$ cat src/rtl/uart_pkg.sv
// Shared UART definitions: transmit-queue FSM encoding and common widths/rates.
package uart_pkg;

  typedef enum logic [1:0] {
    TQ_IDLE      = 2'd0,
    TQ_LAUNCH    = 2'd1,
    TQ_WAIT_DONE = 2'd2
  } tq_state_t;

  localparam int UART_DATA_W           = 8;
  localparam int CLKS_PER_BIT_9600_50M = 5208;

endpackage

$ cat src/rtl/uart_tx_queue_if.sv
// Push side (capture logic -> queue) and launch side (queue <-> uart_tx) of the transmit queue.
interface uart_tx_queue_if #(
  parameter int WIDTH = 8
);

  // Push: push_valid is a one-cycle strobe with no ready; a push while full is dropped and flagged.
  // Launch: o_Tx_DV is a one-cycle strobe issued only while i_Tx_Active is low, with o_Tx_Byte held
  // from that strobe until the next launch; i_Tx_Done is the one-cycle end-of-frame pulse.
  logic             push_valid;
  logic [WIDTH-1:0] push_data;
  logic             i_Tx_Active;
  logic             i_Tx_Done;
  logic             o_Tx_DV;
  logic [WIDTH-1:0] o_Tx_Byte;

  modport slave (
    input  push_valid, push_data, i_Tx_Active, i_Tx_Done,
    output o_Tx_DV, o_Tx_Byte
  );

  modport master (
    output push_valid, push_data, i_Tx_Active, i_Tx_Done,
    input  o_Tx_DV, o_Tx_Byte
  );

endinterface

$ cat src/rtl/uart_tx_queue_fifo.sv
// Synchronous FIFO with registered occupancy flags and a sticky overflow flag.
module sync_fifo #(
  parameter int DEPTH = 8,
  parameter int WIDTH = 8,
  localparam int AW = $clog2(DEPTH),
  localparam int CW = AW + 1
) (
  input  logic             clk,
  input  logic             reset,
  input  logic             push,
  input  logic [WIDTH-1:0] push_data,
  input  logic             pop,
  input  logic             ovf_clear,
  output logic [WIDTH-1:0] rd_data,
  output logic [CW-1:0]    count,
  output logic             empty,
  output logic             full,
  output logic             overflow
);

  logic [WIDTH-1:0] mem_q [DEPTH];
  logic [AW-1:0]    wr_ptr_q, wr_ptr_d;
  logic [AW-1:0]    rd_ptr_q, rd_ptr_d;
  logic [CW-1:0]    count_q, count_d;
  logic             empty_q, empty_d;
  logic             full_q, full_d;
  logic             overflow_q, overflow_d;
  logic             push_ok, pop_ok;

  // Acceptance uses the registered flags, so a push into a full queue is dropped even if a pop
  // frees a slot on the same edge.
  assign push_ok = push && !full_q;
  assign pop_ok  = pop && !empty_q;

  always_comb begin
    wr_ptr_d   = wr_ptr_q;
    rd_ptr_d   = rd_ptr_q;
    count_d    = count_q;
    overflow_d = overflow_q;
    if (push_ok) wr_ptr_d = wr_ptr_q + AW'(1);
    if (pop_ok)  rd_ptr_d = rd_ptr_q + AW'(1);
    case ({push_ok, pop_ok})
      2'b10:   count_d = count_q + CW'(1);
      2'b01:   count_d = count_q - CW'(1);
      default: count_d = count_q;
    endcase
    empty_d = (count_d == CW'(0));
    full_d  = (count_d == CW'(DEPTH));
    if (push && full_q)  overflow_d = 1'b1;
    else if (ovf_clear)  overflow_d = 1'b0;
  end

  always_ff @(posedge clk) begin
    if (push_ok) mem_q[wr_ptr_q] <= push_data;
  end

  always_ff @(posedge clk) begin
    if (reset) begin
      wr_ptr_q   <= '0;
      rd_ptr_q   <= '0;
      count_q    <= '0;
      empty_q    <= 1'b1;
      full_q     <= 1'b0;
      overflow_q <= 1'b0;
    end else begin
      wr_ptr_q   <= wr_ptr_d;
      rd_ptr_q   <= rd_ptr_d;
      count_q    <= count_d;
      empty_q    <= empty_d;
      full_q     <= full_d;
      overflow_q <= overflow_d;
    end
  end

  assign rd_data  = mem_q[rd_ptr_q];
  assign count    = count_q;
  assign empty    = empty_q;
  assign full     = full_q;
  assign overflow = overflow_q;

endmodule

$ cat src/rtl/uart_tx_queue.sv
// Transmit byte queue: buffers captured switch values and launches them one frame at a time into uart_tx.
module uart_tx_queue
  import uart_pkg::*;
#(
  parameter int DEPTH = 8,
  parameter int WIDTH = UART_DATA_W,
  localparam int CW = $clog2(DEPTH) + 1
) (
  input  logic              clk,
  input  logic              reset,
  input  logic              enable,
  input  logic              ovf_clear,
  uart_tx_queue_if.slave    q_if,
  output logic [CW-1:0]     count,
  output logic              empty,
  output logic              full,
  output logic              overflow,
  output tq_state_t         dbg_state
);

  localparam logic [1:0] S_IDLE      = 2'(TQ_IDLE);
  localparam logic [1:0] S_LAUNCH    = 2'(TQ_LAUNCH);
  localparam logic [1:0] S_WAIT_DONE = 2'(TQ_WAIT_DONE);

  logic [1:0]       state_q, state_d;
  logic [WIDTH-1:0] tx_byte_q, tx_byte_d;
  logic [WIDTH-1:0] fifo_rd_data;
  logic             pop_go;

  sync_fifo #(
    .DEPTH (DEPTH),
    .WIDTH (WIDTH)
  ) u_fifo (
    .clk       (clk),
    .reset     (reset),
    .push      (q_if.push_valid),
    .push_data (q_if.push_data),
    .pop       (pop_go),
    .ovf_clear (ovf_clear),
    .rd_data   (fifo_rd_data),
    .count     (count),
    .empty     (empty),
    .full      (full),
    .overflow  (overflow)
  );

  assign pop_go = (state_q == S_IDLE) && enable && !empty && !q_if.i_Tx_Active;

  // Losing enable mid-frame abandons the popped byte; the rest of the queue stays put.
  always_comb begin
    state_d   = state_q;
    tx_byte_d = tx_byte_q;
    case (state_q)
      S_IDLE: begin
        if (pop_go) begin
          state_d   = S_LAUNCH;
          tx_byte_d = fifo_rd_data;
        end
      end
      S_LAUNCH:    state_d = enable ? S_WAIT_DONE : S_IDLE;
      S_WAIT_DONE: if (!enable || q_if.i_Tx_Done) state_d = S_IDLE;
      default:     state_d = S_IDLE;
    endcase
  end

  always_ff @(posedge clk) begin
    if (reset) begin
      state_q   <= S_IDLE;
      tx_byte_q <= '0;
    end else begin
      state_q   <= state_d;
      tx_byte_q <= tx_byte_d;
    end
  end

  assign q_if.o_Tx_DV   = (state_q == S_LAUNCH) && enable;
  assign q_if.o_Tx_Byte = tx_byte_q;
  assign dbg_state      = tq_state_t'(state_q);

endmodule

$ cat src/flat_wrapper.sv
// flat-port wrapper written by rule: the top's interface ports become plain ports
module uart_tx_queue_flat import uart_pkg::*;
#(
  parameter int DEPTH = 8,
  parameter int WIDTH = UART_DATA_W,
  localparam int CW = $clog2(DEPTH) + 1
)
  (clk, reset, enable, ovf_clear, count, empty, full, overflow, dbg_state, q_if_push_valid, q_if_push_data, q_if_i_Tx_Active, q_if_i_Tx_Done, q_if_o_Tx_DV, q_if_o_Tx_Byte);
  uart_tx_queue_if #(.WIDTH(WIDTH)) q_if_i ();
  input  logic clk;
  input  logic reset;
  input  logic enable;
  input  logic ovf_clear;
  output logic [CW-1:0] count;
  output logic empty;
  output logic full;
  output logic overflow;
  output tq_state_t dbg_state;
  input wire logic [$bits(q_if_i.push_valid)-1:0] q_if_push_valid;
  input wire logic [$bits(q_if_i.push_data)-1:0] q_if_push_data;
  input wire logic [$bits(q_if_i.i_Tx_Active)-1:0] q_if_i_Tx_Active;
  input wire logic [$bits(q_if_i.i_Tx_Done)-1:0] q_if_i_Tx_Done;
  output wire logic [$bits(q_if_i.o_Tx_DV)-1:0] q_if_o_Tx_DV;
  output wire logic [$bits(q_if_i.o_Tx_Byte)-1:0] q_if_o_Tx_Byte;
  assign q_if_i.push_valid = q_if_push_valid;
  assign q_if_i.push_data = q_if_push_data;
  assign q_if_i.i_Tx_Active = q_if_i_Tx_Active;
  assign q_if_i.i_Tx_Done = q_if_i_Tx_Done;
  assign q_if_o_Tx_DV = q_if_i.o_Tx_DV;
  assign q_if_o_Tx_Byte = q_if_i.o_Tx_Byte;
  uart_tx_queue #(.DEPTH(DEPTH), .WIDTH(WIDTH)) u_core (.clk(clk), .reset(reset), .enable(enable), .ovf_clear(ovf_clear), .q_if(q_if_i), .count(count), .empty(empty), .full(full), .overflow(overflow), .dbg_state(dbg_state));
endmodule
$ cat config.mk
export PLATFORM = sky130hd
export DESIGN_NAME = uart_tx_queue_flat
export DESIGN_NICKNAME = d
export VERILOG_FILES = /design/src/rtl/uart_pkg.sv /design/src/rtl/uart_tx_queue_if.sv /design/src/rtl/uart_tx_queue_fifo.sv /design/src/rtl/uart_tx_queue.sv /design/src/flat_wrapper.sv
export SDC_FILE = /design/constraint.sdc
export NUM_CORES = 1
export LEC_CHECK = 0
export ABC_AREA = 1
export CAP_MARGIN = 20
export CORE_MARGIN = 4
export CORE_UTILIZATION = 60
export DETAILED_ROUTE_END_ITERATION = 6
export PLACE_DENSITY = 0.94
export SLEW_MARGIN = 40
export SYNTH_ARGS = -nofsm -noshare
export SYNTH_HDL_FRONTEND = slang
export SYNTH_SLANG_ARGS = --single-unit
$ cat constraint.sdc
create_clock -name clk -period 2.7 [get_ports clk]
set_input_delay 0.81 -clock clk [delete_from_list [all_inputs] [get_ports clk]]
set_output_delay 0.81 -clock clk [all_outputs]
set_load 0.01 [all_outputs]
---- Word-level counts from Yosys, hierarchy flattened ----
Memory sizes are Yosys's and may differ from the RTL's. A register that Yosys moved wholly into a read port is not among the register bits.
Cells that the tools add are included.
word-level totals
  bits in registers ....................... 15
  RAM bits ................................ 64
  input bits .............................. 15
  output and inout bits ................... 18
  logic and storage cells ................. 45
  memories ................................ 1
memory list
  name                 depth  width  read ports  clocked after Yosys merged registers in  wr ports  RTL line                  source
  u_core.u_fifo.mem_q  8      8      1           1                                        1         uart_tx_queue_fifo.sv:21  logic [WIDTH-1:0] mem_q [DEPTH];
cells by class
  add/sub/neg operators ................... 4
  equality and inequality tests ........... 7
  mux-type cells .......................... 9
  reductions and logical operators ........ 17
operator list
  kind                                               number
  case mux 4 bit (2 select lines)                    1
  logical AND 1 bit                                  7
  adder 3 x 1 -> 3 bit (second input constant)       2
  2-to-1 mux 2 bit                                   3
  case mux 2 bit (3 select lines)                    1
  adder 4 x 1 -> 4 bit (second input constant)       1
  == test 2 x 1 -> 1 bit (second input constant)     2
  == test 2 bit (second input constant)              2
  == test 4 bit (second input constant)              1
  logical NOT 1 bit                                  4
  logical NOT 4 bit                                  1
  2-to-1 mux 1 bit                                   4
  AND reduction 2 bit                                2
  subtractor 4 x 1 -> 4 bit (second input constant)  1
  logical NOT 2 bit                                  1
  != test 2 x 1 -> 1 bit (second input constant)     1
  != test 2 bit (second input constant)              1
  nonzero test 2 bit                                 1
  logical OR 1 bit                                   1

---- Depth between registers and ports, before layout ----
  depth after elaboration ................. 8
  mapped depth ............................ 14

---- Modules after synthesis ----
Synthesis repeated with hierarchy kept, for this count alone.
second synthesis, totals
  cell total of the unflattened synthesis .. 366
  area, all modules ....................... 3,789.9 um2
modules (own cells, without submodules)
  module         instances  cells each  area each (um2)  sequential area each (um2)
  sync_fifo      1          299         3,301.9          2,242.2
  uart_tx_queue  1          67          488.0            200.2

---- Worst setup path after synthesis ----
OpenSTA, ideal clock, no wires.
  kind .................................... input port to flip-flop
  from .................................... input port enable
  to ...................................... register u_core.u_fifo.empty_q (netlist: u_core.u_fifo.empty)
  setup time .............................. 0.119 ns
  arrival time ............................ 1.944 ns
  data required time ...................... 2.581 ns
  slack ................................... 0.637 ns
  stages on the path ...................... 11
  cells stage by stage .................... nand2_2 -> nor2_4 -> nand2_1 -> inv_2 -> ha_1 -> inv_1 -> nand2_1 -> o21ai_1 -> inv_1 -> nand4_1 -> o21bai_1
on the way
  cells in the longest elaborated chain, start to end .. 7
ends and longest elaborated chain
  element                                                  RTL line                  source
  start, declared                                          flat_wrapper.sv:12        input logic enable;
  logical AND 1 bit (*) (3 in series)                      uart_tx_queue.sv:47       assign pop_go = (state_q == S_IDLE) && enable && !empty && !q_if.i_Tx_Active;
  logical AND 1 bit (*)                                    uart_tx_queue_fifo.sv:33  assign pop_ok = pop && !empty_q;
  == test 2 x 1 -> 1 bit or == test 2 bit (tied branches)  uart_tx_queue_fifo.sv:42  case ({push_ok, pop_ok})
  case mux 4 bit (2 select lines) (*)                      uart_tx_queue_fifo.sv:42
  logical NOT 4 bit (*)                                    uart_tx_queue_fifo.sv:47  empty_d = (count_d == CW'(0));
  end signal, assigned                                     uart_tx_queue_fifo.sv:69  empty_q <= empty_d;
  end, declared                                            uart_tx_queue_fifo.sv:25  logic empty_q, empty_d;
Mark *: on every way between the ends. The rest lies on a longest branch, timed or not.
A chain may end at the register's enable or synchronous reset.

---- Final worst setup path ----
  from .................................... input port enable
  to ...................................... output port q_if_o_Tx_DV
on the way
  cells in the longest elaborated chain, start to end .. 1
ends and longest elaborated chain
  element            RTL line             source
  logical AND 1 bit  uart_tx_queue.sv:76  assign q_if.o_Tx_DV = (state_q == S_LAUNCH) && enable;
  end, declared      flat_wrapper.sv:23   output wire logic [$bits(q_if_i.o_Tx_DV)-1:0] q_if_o_Tx_DV;
No other way between the ends.

==> metrics.txt <==
remaining antenna violation count 0; WP data arrival 1.78 ns; initial antenna violation count 0; postcts setup bufs 0; CTS tree yes; cts hold-fix bufs 0; crit-path leading delay family buffers and inverters; mux cell area share after synthesis 0%; Row Count 27; met3 usage 5.627%; Max clock buf depth 2; max frequency 0.3864 GHz; Slew @ Worst Pin 0.6908 ns; Finished Cell Area 4179 um2; main combinational cell family by area after synthesis compound AO/OA/AOI/OAI gates; share of Yosys cell area claimed by the top area cell type 55.29%; Worst Hold Class register to register; CP bufs+invs 3; reg2reg path depth 5; Synth cell types 28; Adder-Cell Fraction of Synth Area 1.440%; Crit Path Class primary input to primary output; Post-DP HPWL 5018 um; synthesized flop and latch total 87; Overflow after GRT 0; Antenna diodes 0; area of the multi-input gates 944.7 um2; dpl cell area 3940 um2; GPL Wtd Cong 0.8296; post-DR vias/cell 5.890; fin nets 369; P_leak 1.482 nW; Num CTS Buffers 9; clk slew on worst S/H paths 0.09 ns; Max VDD drop 0.0004435 V; synth-to-layout area growth 20.23%; register area share after synthesis 68.54%; Post-synth EDFFs 64; clk_lat worst skew 0.36 ns; worst hold path stage count 2; met2 usage 38.38%; Synth Instances 305; final setup vio count 0; global-route wire length before repair 12060 um; status finished clean; Post-Syn Area 3476 um2; RSZ-0062 raised after global routing false; FFs w/ async S/R, synth 0%; Worst Slack Setup Final 0.1118 ns; largest net degree at the start of global routing 35; max incr delay on CP 0.48 ns; post-synthesis compound-gate area fraction 13.35%; DR iter-0 viols 314; met1 usage 25.74%; Max FO, Critical Path 2; H-Tree Depth 3; Period minus WS final 2.588 ns; Top Usage Layer GRT met2; CTS Root Cell clkbuf_8; worst rel slew slack 53.88%; Die H 84.11 um; Final Skew 0.009002 ns; slowest cell on the critical path clkdlybuf4s50_1; detailed-route wire length 7772 um; Pins Over Slew Limit 0; crit end category primary output; vias in the first global route 2548; Die X 84.11 um; Core ar. 5574 um2; critical path depth 4; CP Launch Type primary input; Vias 2515; power per cell area 693.8 nW/um2; DRC Markers 0; post-synthesis area per instance 11.40 um2; FILL cells 331; wire per inst 18.20 um; xor/xnor cell area share of the yosys netlist 0.5040%; Setup WS pre-CTS -0.2387 ns; setup TNS 0 ns; Initial Utilization 62.36%; IO buf count 32; largest area contributor in the netlist edfxtp_1; io pins 33; Final Hold Viols 0; Main synth FF type edfxtp_1; Worst EP required 1.89 ns; share of cells above drive strength 1 13.24%; Reg area 2382 um2; simple-gate share of the synthesized area 11.74%; die area 7074 um2; Tot GR Track Use 22.49%; First-pass DRT Iterations 5; largest cells by area after synthesis edfxtp_1 (55%), dfxtp_1 (13%), nor2_1 (5.2%); Yosys warning count 0; WHS 0.4593 ns; max_cap viols 0; CTS Sinks 87; syn_nets 324; CP Cell Sequence clkdlybuf4s50_1 > inv_1 > nor3_2 > dlygate4sd2_1; final period utilization 95.86%
-- path summary, 6_finish.rpt --
kind	start	endpoint	slack, ns
min	u_core.u_fifo.overflow	u_core.u_fifo.overflow	0.46
max reg2reg	u_core.u_fifo.rd_ptr_q[1]	u_core.q_if.o_Tx_Byte[3]	0.86
min reg2reg	u_core.u_fifo.overflow	u_core.u_fifo.overflow	0.46
max	enable	q_if_o_Tx_DV	0.11
-- synthesized netlist by cell type, types with 7 or more instances --
cell	number
dfxtp_1	23
o22ai_1	8
nor2_1	48
o221ai_1	8
o21ai_0	12
edfxtp_1	64
nand2_1	29
o211ai_1	8
inv_1	17
buf_2	8
inv_2	7
o21ai_1	25
a21oi_1	17
-- routing by layer --
| metal | vias up | routed length, um |
|---|---|---|
| met1 | 1182 | 2969 |
| met4 | 0 | 278 |
| met2 | 130 | 3995 |
| li1 | 1174 | - |
| met3 | 29 | 528 |
| met5 | - | 0 |
-- cells in the final DEF, fill, tap and decap left out, drive strengths merged, types with 9 or more instances in the layout --
| cell | Yosys | layout |
|---|---|---|
| edfxtp | 64 | 64 |
| nor2 | 51 | 51 |
| o21ai | 37 | 37 |
| nand2 | 33 | 33 |
| clkdlybuf4s50 | 0 | 31 |
| inv | 24 | 24 |
| dfxtp | 23 | 23 |
| a21oi | 17 | 17 |
| buf | 8 | 15 |
| clkbuf | 5 | 9 |
-- timing repair --
item,in CTS,in global routing
setup endpoints to repair,1,1
resized for setup,1,1
hold endpoints to repair,0,0
-- stage by stage --
stage,power [mW],instances,utilization [%]
6_report,2.899,427,74.97
5_1_grt,2.996,427,74.97
4_1_cts,2.899,427,74.88
3_5_place_dp,1.864,411,70.68
3_3_place_gp,1.841,411,70.68
2_1_floorplan,1.722,305,-
-- area by class of cell --
class                           instances  area share, %
Timing Repair Buffer                   47          10.33
Tap cell                               72          2.156
Clock buffer                            9          2.964
Inverter                               25          2.275
Clock inverter                          7          2.665
Multi-Input combinational cell        180          22.60
Sequential cell                        87          57.01
-- worst reg2reg max path: cells and delay by family, from the launching register on --
family          cells  cell delay (ns)
flops               1             0.77
compound gates      4             0.64
buf+inv             1             0.31
-- logic make-up after synthesis --
family                     Yosys count
AOI/OAI and AO/OA                   80
xor gates and xnor gates             2
adders and majority gates            4
buffers and inverters               38
DFF                                 87
and+or+nand+nor                     94
-- where the power goes --
group          switching (mW)  internal, mW
Clock                   0.449         0.608
Sequential             0.0326          1.48
Combinational           0.200         0.129
-- state kept, by name, summed over array words and instances, names as in the netlist --
register and cells:
u_core.u_fifo.empty 1, u_core.u_fifo.rd_ptr_q 3, u_core.u_fifo.mem_q 64, u_core.q_if.o_Tx_Byte 8, u_core.u_fifo.full 1, u_core.u_fifo.wr_ptr_q 3
u_core.dbg_state 2, u_core.u_fifo.count 4, u_core.u_fifo.overflow 1
(Power assumes the default switching activity.)
